### src/rtl/l2_insts_responder_pkg.sv
// Shared packet control-bit positions and FSM state type for the L2 instruction responder.
package l2_insts_responder_pkg;

    localparam int PKT_CTRL_BITS = 3;
    localparam int PKT_VALID_POS = 2;
    localparam int PKT_WRITE_POS = 1;
    localparam int PKT_FLAG_POS  = 0;

    // Control bits of every response: valid=1, write=0, insts flag=1.
    localparam logic [PKT_CTRL_BITS-1:0] RESP_CTRL = 3'b101;

    typedef enum logic [2:0] {
        S_IDLE,
        S_HIT,
        S_MEM_REQ,
        S_MEM_WAIT,
        S_RESP
    } state_t;

endpackage

### src/rtl/l2_insts_responder_buffer.sv
// Single-entry last-block buffer: one tagged block, combinational lookup, one-cycle fill.
module l2_last_block_buffer #(
    parameter int ADDR_WIDTH = 64,
    parameter int BLOCK_BITS = 128
) (
    input  logic                  clk_in,
    input  logic                  reset_in,
    input  logic [ADDR_WIDTH-1:0] lookup_addr_in,
    output logic                  hit_out,
    output logic [BLOCK_BITS-1:0] data_out,
    input  logic                  fill_in,
    input  logic [ADDR_WIDTH-1:0] fill_tag_in,
    input  logic [BLOCK_BITS-1:0] fill_data_in
);

    logic [ADDR_WIDTH-1:0] tag_q, tag_d;
    logic [BLOCK_BITS-1:0] data_q, data_d;
    logic                  valid_q, valid_d;

    always_comb begin
        tag_d   = tag_q;
        data_d  = data_q;
        valid_d = valid_q;
        if (fill_in) begin
            tag_d   = fill_tag_in;
            data_d  = fill_data_in;
            valid_d = 1'b1;
        end
    end

    always_ff @(posedge clk_in or posedge reset_in) begin
        if (reset_in) begin
            tag_q   <= '0;
            data_q  <= '0;
            valid_q <= 1'b0;
        end else begin
            tag_q   <= tag_d;
            data_q  <= data_d;
            valid_q <= valid_d;
        end
    end

    assign hit_out  = valid_q && (tag_q == lookup_addr_in);
    assign data_out = data_q;

endmodule

### src/rtl/l2_insts_responder.sv
// L2 responder for instruction fetches: serves block reads from a last-block buffer or
// from memory (BEATS return beats, beat 0 in the LSBs), answering with a one-cycle packet.
module l2_insts_responder
    import l2_insts_responder_pkg::*;
#(
    parameter int ADDR_WIDTH     = 64,
    parameter int BLOCK_BITS     = 128,
    parameter int MEM_DATA_WIDTH = 32,
    localparam int PKT_W         = ADDR_WIDTH + BLOCK_BITS + PKT_CTRL_BITS
) (
    input  logic                      clk_in,
    input  logic                      reset_in,
    input  logic [PKT_W-1:0]          l2_packet_in,
    output logic                      l2_packet_ack_out,
    output logic [PKT_W-1:0]          l2_packet_out,
    output logic                      mem_req_valid_out,
    input  logic                      mem_req_ready_in,
    output logic [ADDR_WIDTH-1:0]     mem_addr_out,
    input  logic [MEM_DATA_WIDTH-1:0] mem_data_in,
    input  logic                      mem_data_valid_in
);

    localparam int PKT_ADDR_LO = BLOCK_BITS + PKT_CTRL_BITS;
    localparam int PKT_DATA_HI = BLOCK_BITS + PKT_CTRL_BITS - 1;
    localparam int PKT_DATA_LO = PKT_CTRL_BITS;
    localparam int BEATS       = BLOCK_BITS / MEM_DATA_WIDTH;
    localparam int CNT_W       = $clog2(BEATS);
    localparam int OFFSET_BITS = $clog2(BLOCK_BITS / 8);
    localparam logic [ADDR_WIDTH-1:0] ALIGN_MASK = {ADDR_WIDTH{1'b1}} << OFFSET_BITS;

    state_t                  state_q, state_d;
    logic [ADDR_WIDTH-1:0]   addr_q, addr_d;
    logic [ADDR_WIDTH-1:0]   align_q, align_d;
    logic [CNT_W-1:0]        cnt_q, cnt_d;
    logic [BLOCK_BITS-1:0]   block_q, block_d;
    logic                    ack_q, ack_d;
    logic [PKT_W-1:0]        pkt_q, pkt_d;
    logic                    req_valid_q, req_valid_d;
    logic [ADDR_WIDTH-1:0]   mem_addr_q, mem_addr_d;

    logic [ADDR_WIDTH-1:0]   in_addr;
    logic [ADDR_WIDTH-1:0]   in_align;
    logic                    buf_hit;
    logic [BLOCK_BITS-1:0]   buf_data;
    logic                    fill_en;
    logic                    unused_pkt_bits;

    assign in_addr  = l2_packet_in[PKT_W-1:PKT_ADDR_LO];
    assign in_align = in_addr & ALIGN_MASK;
    // Request data payload and the requester's flag bit carry nothing for a read.
    assign unused_pkt_bits = ^{l2_packet_in[PKT_DATA_HI:PKT_DATA_LO], l2_packet_in[PKT_FLAG_POS]};

    l2_last_block_buffer #(
        .ADDR_WIDTH (ADDR_WIDTH),
        .BLOCK_BITS (BLOCK_BITS)
    ) u_buffer (
        .clk_in         (clk_in),
        .reset_in       (reset_in),
        .lookup_addr_in (in_align),
        .hit_out        (buf_hit),
        .data_out       (buf_data),
        .fill_in        (fill_en),
        .fill_tag_in    (align_q),
        .fill_data_in   (block_d)
    );

    always_comb begin
        state_d     = state_q;
        addr_d      = addr_q;
        align_d     = align_q;
        cnt_d       = cnt_q;
        block_d     = block_q;
        ack_d       = 1'b0;
        pkt_d       = '0;
        req_valid_d = 1'b0;
        mem_addr_d  = mem_addr_q;
        fill_en     = 1'b0;
        case (state_q)
            S_IDLE: begin
                if (l2_packet_in[PKT_VALID_POS]) begin
                    ack_d = 1'b1;
                    if (!l2_packet_in[PKT_WRITE_POS]) begin
                        addr_d  = in_addr;
                        align_d = in_align;
                        if (buf_hit) begin
                            state_d = S_HIT;
                        end else begin
                            state_d     = S_MEM_REQ;
                            req_valid_d = 1'b1;
                            mem_addr_d  = in_align;
                        end
                    end
                end
            end
            // Extra cycle keeps hit latency at ack+1 so the response register lines up.
            S_HIT: begin
                state_d = S_RESP;
                pkt_d   = {addr_q, buf_data, RESP_CTRL};
            end
            S_MEM_REQ: begin
                if (mem_req_ready_in) begin
                    state_d = S_MEM_WAIT;
                end else begin
                    req_valid_d = 1'b1;
                end
            end
            S_MEM_WAIT: begin
                if (mem_data_valid_in) begin
                    block_d[cnt_q*MEM_DATA_WIDTH +: MEM_DATA_WIDTH] = mem_data_in;
                    if (cnt_q == CNT_W'(BEATS - 1)) begin
                        cnt_d   = '0;
                        fill_en = 1'b1;
                        state_d = S_RESP;
                        pkt_d   = {addr_q, block_d, RESP_CTRL};
                    end else begin
                        cnt_d = cnt_q + 1'b1;
                    end
                end
            end
            S_RESP: begin
                state_d = S_IDLE;
            end
            default: begin
                state_d = S_IDLE;
            end
        endcase
    end

    always_ff @(posedge clk_in or posedge reset_in) begin
        if (reset_in) begin
            state_q     <= S_IDLE;
            addr_q      <= '0;
            align_q     <= '0;
            cnt_q       <= '0;
            block_q     <= '0;
            ack_q       <= 1'b0;
            pkt_q       <= '0;
            req_valid_q <= 1'b0;
            mem_addr_q  <= '0;
        end else begin
            state_q     <= state_d;
            addr_q      <= addr_d;
            align_q     <= align_d;
            cnt_q       <= cnt_d;
            block_q     <= block_d;
            ack_q       <= ack_d;
            pkt_q       <= pkt_d;
            req_valid_q <= req_valid_d;
            mem_addr_q  <= mem_addr_d;
        end
    end

    assign l2_packet_ack_out = ack_q;
    assign l2_packet_out     = pkt_q;
    assign mem_req_valid_out = req_valid_q;
    assign mem_addr_out      = mem_addr_q;

endmodule

### config.mk
export PLATFORM = sky130hd
export DESIGN_NAME = l2_insts_responder
export DESIGN_NICKNAME = d
export VERILOG_FILES = /design/src/rtl/l2_insts_responder_pkg.sv /design/src/rtl/l2_insts_responder_buffer.sv /design/src/rtl/l2_insts_responder.sv
export SDC_FILE = /design/constraint.sdc
export NUM_CORES = 1
export LEC_CHECK = 0
export BUFFER_PORTS_ARGS = -buffer_cell sky130_fd_sc_hd__buf_4
export CORE_MARGIN = 4
export CORE_UTILIZATION = 30
export DETAILED_ROUTE_END_ITERATION = 12
export GPL_ROUTABILITY_DRIVEN = 0
export HOLD_SLACK_MARGIN = 0.02
export PLACE_DENSITY = 0.55
export SLEW_MARGIN = 20
export SYNTH_ARGS = -nofsm -noshare
export SYNTH_HDL_FRONTEND = slang
export SYNTH_SLANG_ARGS = --single-unit
### constraint.sdc
create_clock -name clk_in -period 55.6 [get_ports clk_in]
set_input_delay 5.56 -clock clk_in [delete_from_list [all_inputs] [get_ports clk_in]]
set_output_delay 5.56 -clock clk_in [all_outputs]
set_load 0.005 [all_outputs]
-- After elaboration in Yosys (flattened, before gate mapping)
Cells that the tools add are included.
- add/sub/neg operators: 2
- eq/ne operators: 10
- shifts and indexed selects: 2
- muxes and demuxes: 24
- bitwise operators: 2
- reduce and logical (&&, ||, !) cells: 6
- operator list (operator ; number):
    $mux 195 ; 2
    $pmux 195 s2 ; 1
    $mux 128 ; 2
    $bwmux 128 ; 1
    $shift 32x34->128 const A ; 1
    $shiftx 32x34->128 ; 1
    $eq 60x60->1 ; 1
    $neg 7->34 ; 1
    $mux 3 ; 5
    $pmux 3 s4 ; 1
    $ne 2x2->1 const B ; 5
    $mux 1 ; 9
    $eq 3x2->1 const B ; 2
    $reduce_and 5->1 ; 1
    $mux 2 ; 2
    $reduce_and 4->1 ; 1
    $eq 3x1->1 const B ; 1
    $logic_not 3->1 ; 1
    $reduce_and 3->1 ; 1
    $add 2x1->2 const B ; 1
    $eq 2x2->1 const B ; 1
    $not 1->1 ; 2
    $pmux 1 s2 ; 1
    $reduce_and 2->1 ; 1
    $logic_and 1x1->1 ; 1
- bits in registers: 703
- output and inout bits: 261
- word-level logic and storage cells: 58

-- Depth between registers and ports, before layout
- word-level depth: 6
- gate-level depth with buffers: 10

-- By module
Synthesis repeated with hierarchy kept, for this count alone.
- cell total of the unflattened synthesis: 2089
- area total of the unflattened synthesis: 26829.5 µm²
- modules (own cells, without submodules) (module ; times used ; cells an instance ; area an instance (µm²)):
    l2_insts_responder ; 1 ; 1583 ; 18963.2
    l2_last_block_buffer ; 1 ; 506 ; 7866.3

-- Worst setup path after synthesis
OpenSTA, ideal clock, no wires.
- path kind: in2reg
- start: input l2_packet_in[190]
- end: register mem_addr_q[12], in the netlist mem_addr_out[12]
- setup time: 0.127 ns
- arrival: 7.146 ns
- path slack: 48.327 ns
- stages: 7
- cell sequence: xor2_1 > a221o_1 > a2111oi_2 > nand4_1 > o21ai_4 > buf_6 > mux2_1
- longest elaborated chain between the ends: 4
- RTL lines (what ; RTL line ; RTL):
    from (decl) ; l2_insts_responder.sv:13 ; input logic [PKT_W-1:0] l2_packet_in,
    $eq 60x60->1 ; l2_insts_responder_buffer.sv:43 ; assign hit_out = valid_q && (tag_q == lookup_addr_in);
    $logic_and 1x1->1 ; l2_insts_responder_buffer.sv:43 ;
    $not 1->1 (no source line) ; -- ;
    $reduce_and 4->1 (no source line) ; -- ;
    to (signal assigned) ; l2_insts_responder.sv:149 ; mem_addr_q <= mem_addr_d;
    to (decl) ; l2_insts_responder.sv:39 ; logic [ADDR_WIDTH-1:0] mem_addr_q, mem_addr_d;
Every way passes these cells.
A chain may end at the register's enable or synchronous reset.

==> flow_metrics.tcl <==
set metrics [dict create \
    ios 492 \
    synth.ff_latch_count 641 \
    busiest_layer "met2" \
    cp_max_fo 175 \
    ctsHoldBuffers 0 \
    max_slew_margin 0.273 \
    met1_usage 0.205 \
    yosys_warnings 0 \
    core_mm2 0.0836 \
    area_growth_pct 24.1 \
    swShare 0.308 \
    synth_cell_types 41 \
    total_power_mw 1.54 \
    critPathArrivalTime_ns 8.87 \
    hold_violations 0 \
    drt_iter0_drc 1043 \
    setup-tns-final_ns 0 \
    status "finished, final reports clean" \
    clock_skew_ns 0.0273 \
    path_clk_slew_ns 0.05 \
    drv_slew 0 \
    postRouteAntennaNets 0 \
    cp-end-kind "asynchronous set/reset pin" \
    intPower_mw 1.07 \
    syn_area_mm2 0.0253 \
    p_seq_frac 0.436 \
    leakage_nw 15.7 \
    placedCellCount 3445 \
    cts_resized 0 \
    totalWireLength_um 72100 \
    dr.pass1.iters 5 \
    die_w_um 298 \
    overflow 0 \
    ir_worst_vdd_uv 24.9 \
    grt_util_met3 0.0426 \
    final_nets 2678 \
    clkPwrFrac 0.307 \
    grt.met2_usage 0.270 \
    grt_max_degree 176 \
    synth-seq-area-share 0.634 \
    clk_path_buf_depth 3 \
    synth_edf_count 0 \
    grt_pass1_wl_um 110000 \
    pwr-share-comb 0.257 \
    num_rows 106 \
    clk_root_buffer_cell "clkbuf_16" \
    cts_tree "built" \
    dp_hpwl_um 48600 \
    start_util 0.303 \
    postCtsSetupBuffers 0 \
    cts_sinks 641 \
    h-tree-depth 3 \
    crit_path_start_kind "input pin" \
    crit_type "input pin to asynchronous set/reset pin" \
    synthCells 2123 \
    grt_pass1_vias 17800 \
    powerDensity_mw_per_mm2 49.1 \
    ys.flop_type "dfrtp_1" \
    fin_crit_ns 8.26 \
    rsz0062_at_grt "no" \
    drc 0 \
    wl_per_cell_um 20.1 \
    syn_avg_cell_area_um2 11.9 \
    power_switching_mw 0.475 \
    min-delay-path-class "flip-flop to flip-flop" \
    die_y_um 298 \
    antenna_found_initial 6 \
    dieArea_mm2 0.0890 \
    vias 17100 \
    via_per_inst 4.79 \
    setup_viol 0 \
    drive_above_1_share 0.256 \
    clkLatencyLatePin_ns 0.62 \
    final_util 0.376 \
    finalCritPeriodShare 0.149 \
    max_clock_freq_mhz 121 \
    worst_slew_pin_slew_ns 1.09 \
    crit_required_ns 56.21 \
    port_buffers 357 \
    grt_usage 0.159 \
    final_cells 3580 \
    synthArstFlopShare 1.00 \
    numCtsBuffers 73 \
    maxCapViolCount 0 \
]
==> layout by cell type, fill, tap and decap left out, types with 2 or more instances in the layout <==
cell / netlist / layout
nor2_1: 259 / 259
ha_1: 6 / 6
mux2_1: 59 / 59
xor2_1: 6 / 6
conb_1: 1 / 5
clkinv_8: 0 / 2
nand2_1: 62 / 61
diode_2: 0 / 3
inv_1: 16 / 14
nor4_1: 5 / 5
buf_4: 6 / 380
dfrtp_1: 641 / 641
clkinvlp_4: 0 / 5
clkbuf_8: 0 / 16
a21oi_1: 258 / 257
clkbuf_1: 105 / 12
mux2_2: 125 / 125
bufinv_16: 0 / 2
and2_1: 67 / 66
a22o_1: 76 / 76
o22ai_1: 3 / 3
o21ai_0: 58 / 58
buf_12: 0 / 2
a21o_1: 129 / 129
and3_1: 3 / 3
xnor2_1: 42 / 42
nand4_1: 11 / 11
clkbuf_16: 0 / 74
nand2b_1: 3 / 2
o2bb2ai_1: 3 / 3
clkinv_2: 0 / 17
nor2b_1: 132 / 132
==> state kept, by name, indices dropped and copies added (netlist names) <==
signal             flops
mem_req_valid_out      1
block_q              128
align_q                1
l2_packet_out        193
u_buffer.tag_q        60
u_buffer.valid_q       1
cnt_q                  2
addr_q                63
state_q                3
mem_addr_out          60
u_buffer.data_out    128
l2_packet_ack_out      1
==> power by group through the flow <==
stage               logic, mW  registers (mW)  clock network, mW
global route            0.436           0.690              0.507
global placement        0.395           0.674                  0
CTS                     0.404           0.674              0.486
floorplan               0.250           0.666                  0
finish                  0.396           0.673              0.474
detailed placement      0.403           0.681                  0
==> per-layer routing <==
layer | share of wire | wire, um
met1 | 0.43 | 30800
met2 | 0.49 | 35300
met3 | 0.065 | 4670
met4 | 0.018 | 1310
met5 | 0.00018 | 13
==> critical path, cell delays in order <==
cell and delay, ns:
buf_4 0.13, inv_8 0.60, buf_12 0.72, buf_4 0.79
buf_4 0.80
==> layout make-up <==
type | count | area, um2
repair buffers | 382 | 2890
flip-flops and latches | 641 | 16000
well taps | 1080 | 1350
clock buffers | 102 | 2120
diodes | 3 | 7.51
inverters | 16 | 70.1
fillers | 8180 | 52200
multi-input cells | 1327 | 8640
clock inverters | 29 | 274
==> Yosys cell counts, drive strengths merged, types with 3 or more instances <==
cell type / n / area (um2)
nor2b: 132 / 826
inv: 16 / 60.1
nand2: 62 / 233
o22ai: 3 / 18.8
nand2b: 3 / 18.8
buf: 38 / 235
o21ai: 59 / 307
nor2: 259 / 972
and3: 3 / 18.8
a22o: 76 / 666
a21oi: 258 / 1290
xnor2: 42 / 368
xor2: 6 / 52.6
ha: 6 / 75.1
nand4: 11 / 68.8
dfrtp: 641 / 16000
nor4: 5 / 31.3
mux2: 184 / 2070
clkbuf: 105 / 394
a21o: 129 / 968
o2bb2ai: 3 / 26.3
and2: 67 / 419
==> through the flow <==
| stage | setup WS [ns] | area (um2) | hold WS, ns |
|---|---|---|---|
| after floorplan | 32.08 | 25300 | 0.427 |
| after global placement | 46.60 | 29000 | 0.453 |
| after detailed placement | 46.51 | 29000 | 0.455 |
| after CTS | 47.16 | 31400 | 0.475 |
| after global routing | 46.72 | 31400 | 0.482 |
| final | 47.34 | 31400 | 0.472 |
==> path summary, 6_finish.rpt <==
kind / end / slack [ns] / startpoint / cells after the start
setup reg to reg: mem_addr_out[10] / 52.21 / state_q[1] / 6
hold / removal: block_q[22] / 0.47 / block_q[22] / 2
max in group clk_in: mem_addr_out[10] / 47.52 / l2_packet_in[142] / 8
setup / recovery: l2_packet_out[17] / 47.34 / reset_in / 5
min in group asynchronous: l2_packet_out[194] / 5.15 / reset_in / 2
hold reg to reg: block_q[22] / 0.47 / block_q[22] / 2
==> logic make-up (layout without fill, tap and decap cells) <==
kind of cell,count (synthesis),after routing,synth area share
flops,641,641,0.634
simple gates,549,549,0.105
compound gates,535,535,0.132
mux,184,184,0.0819
buf+inv,159,529,0.0273
xor+xnor,48,48,0.0166
fa+ha+maj,6,6,0.00297
other cells,1,8,0.000148
Note: power is estimated with default switching activity, not from simulation.
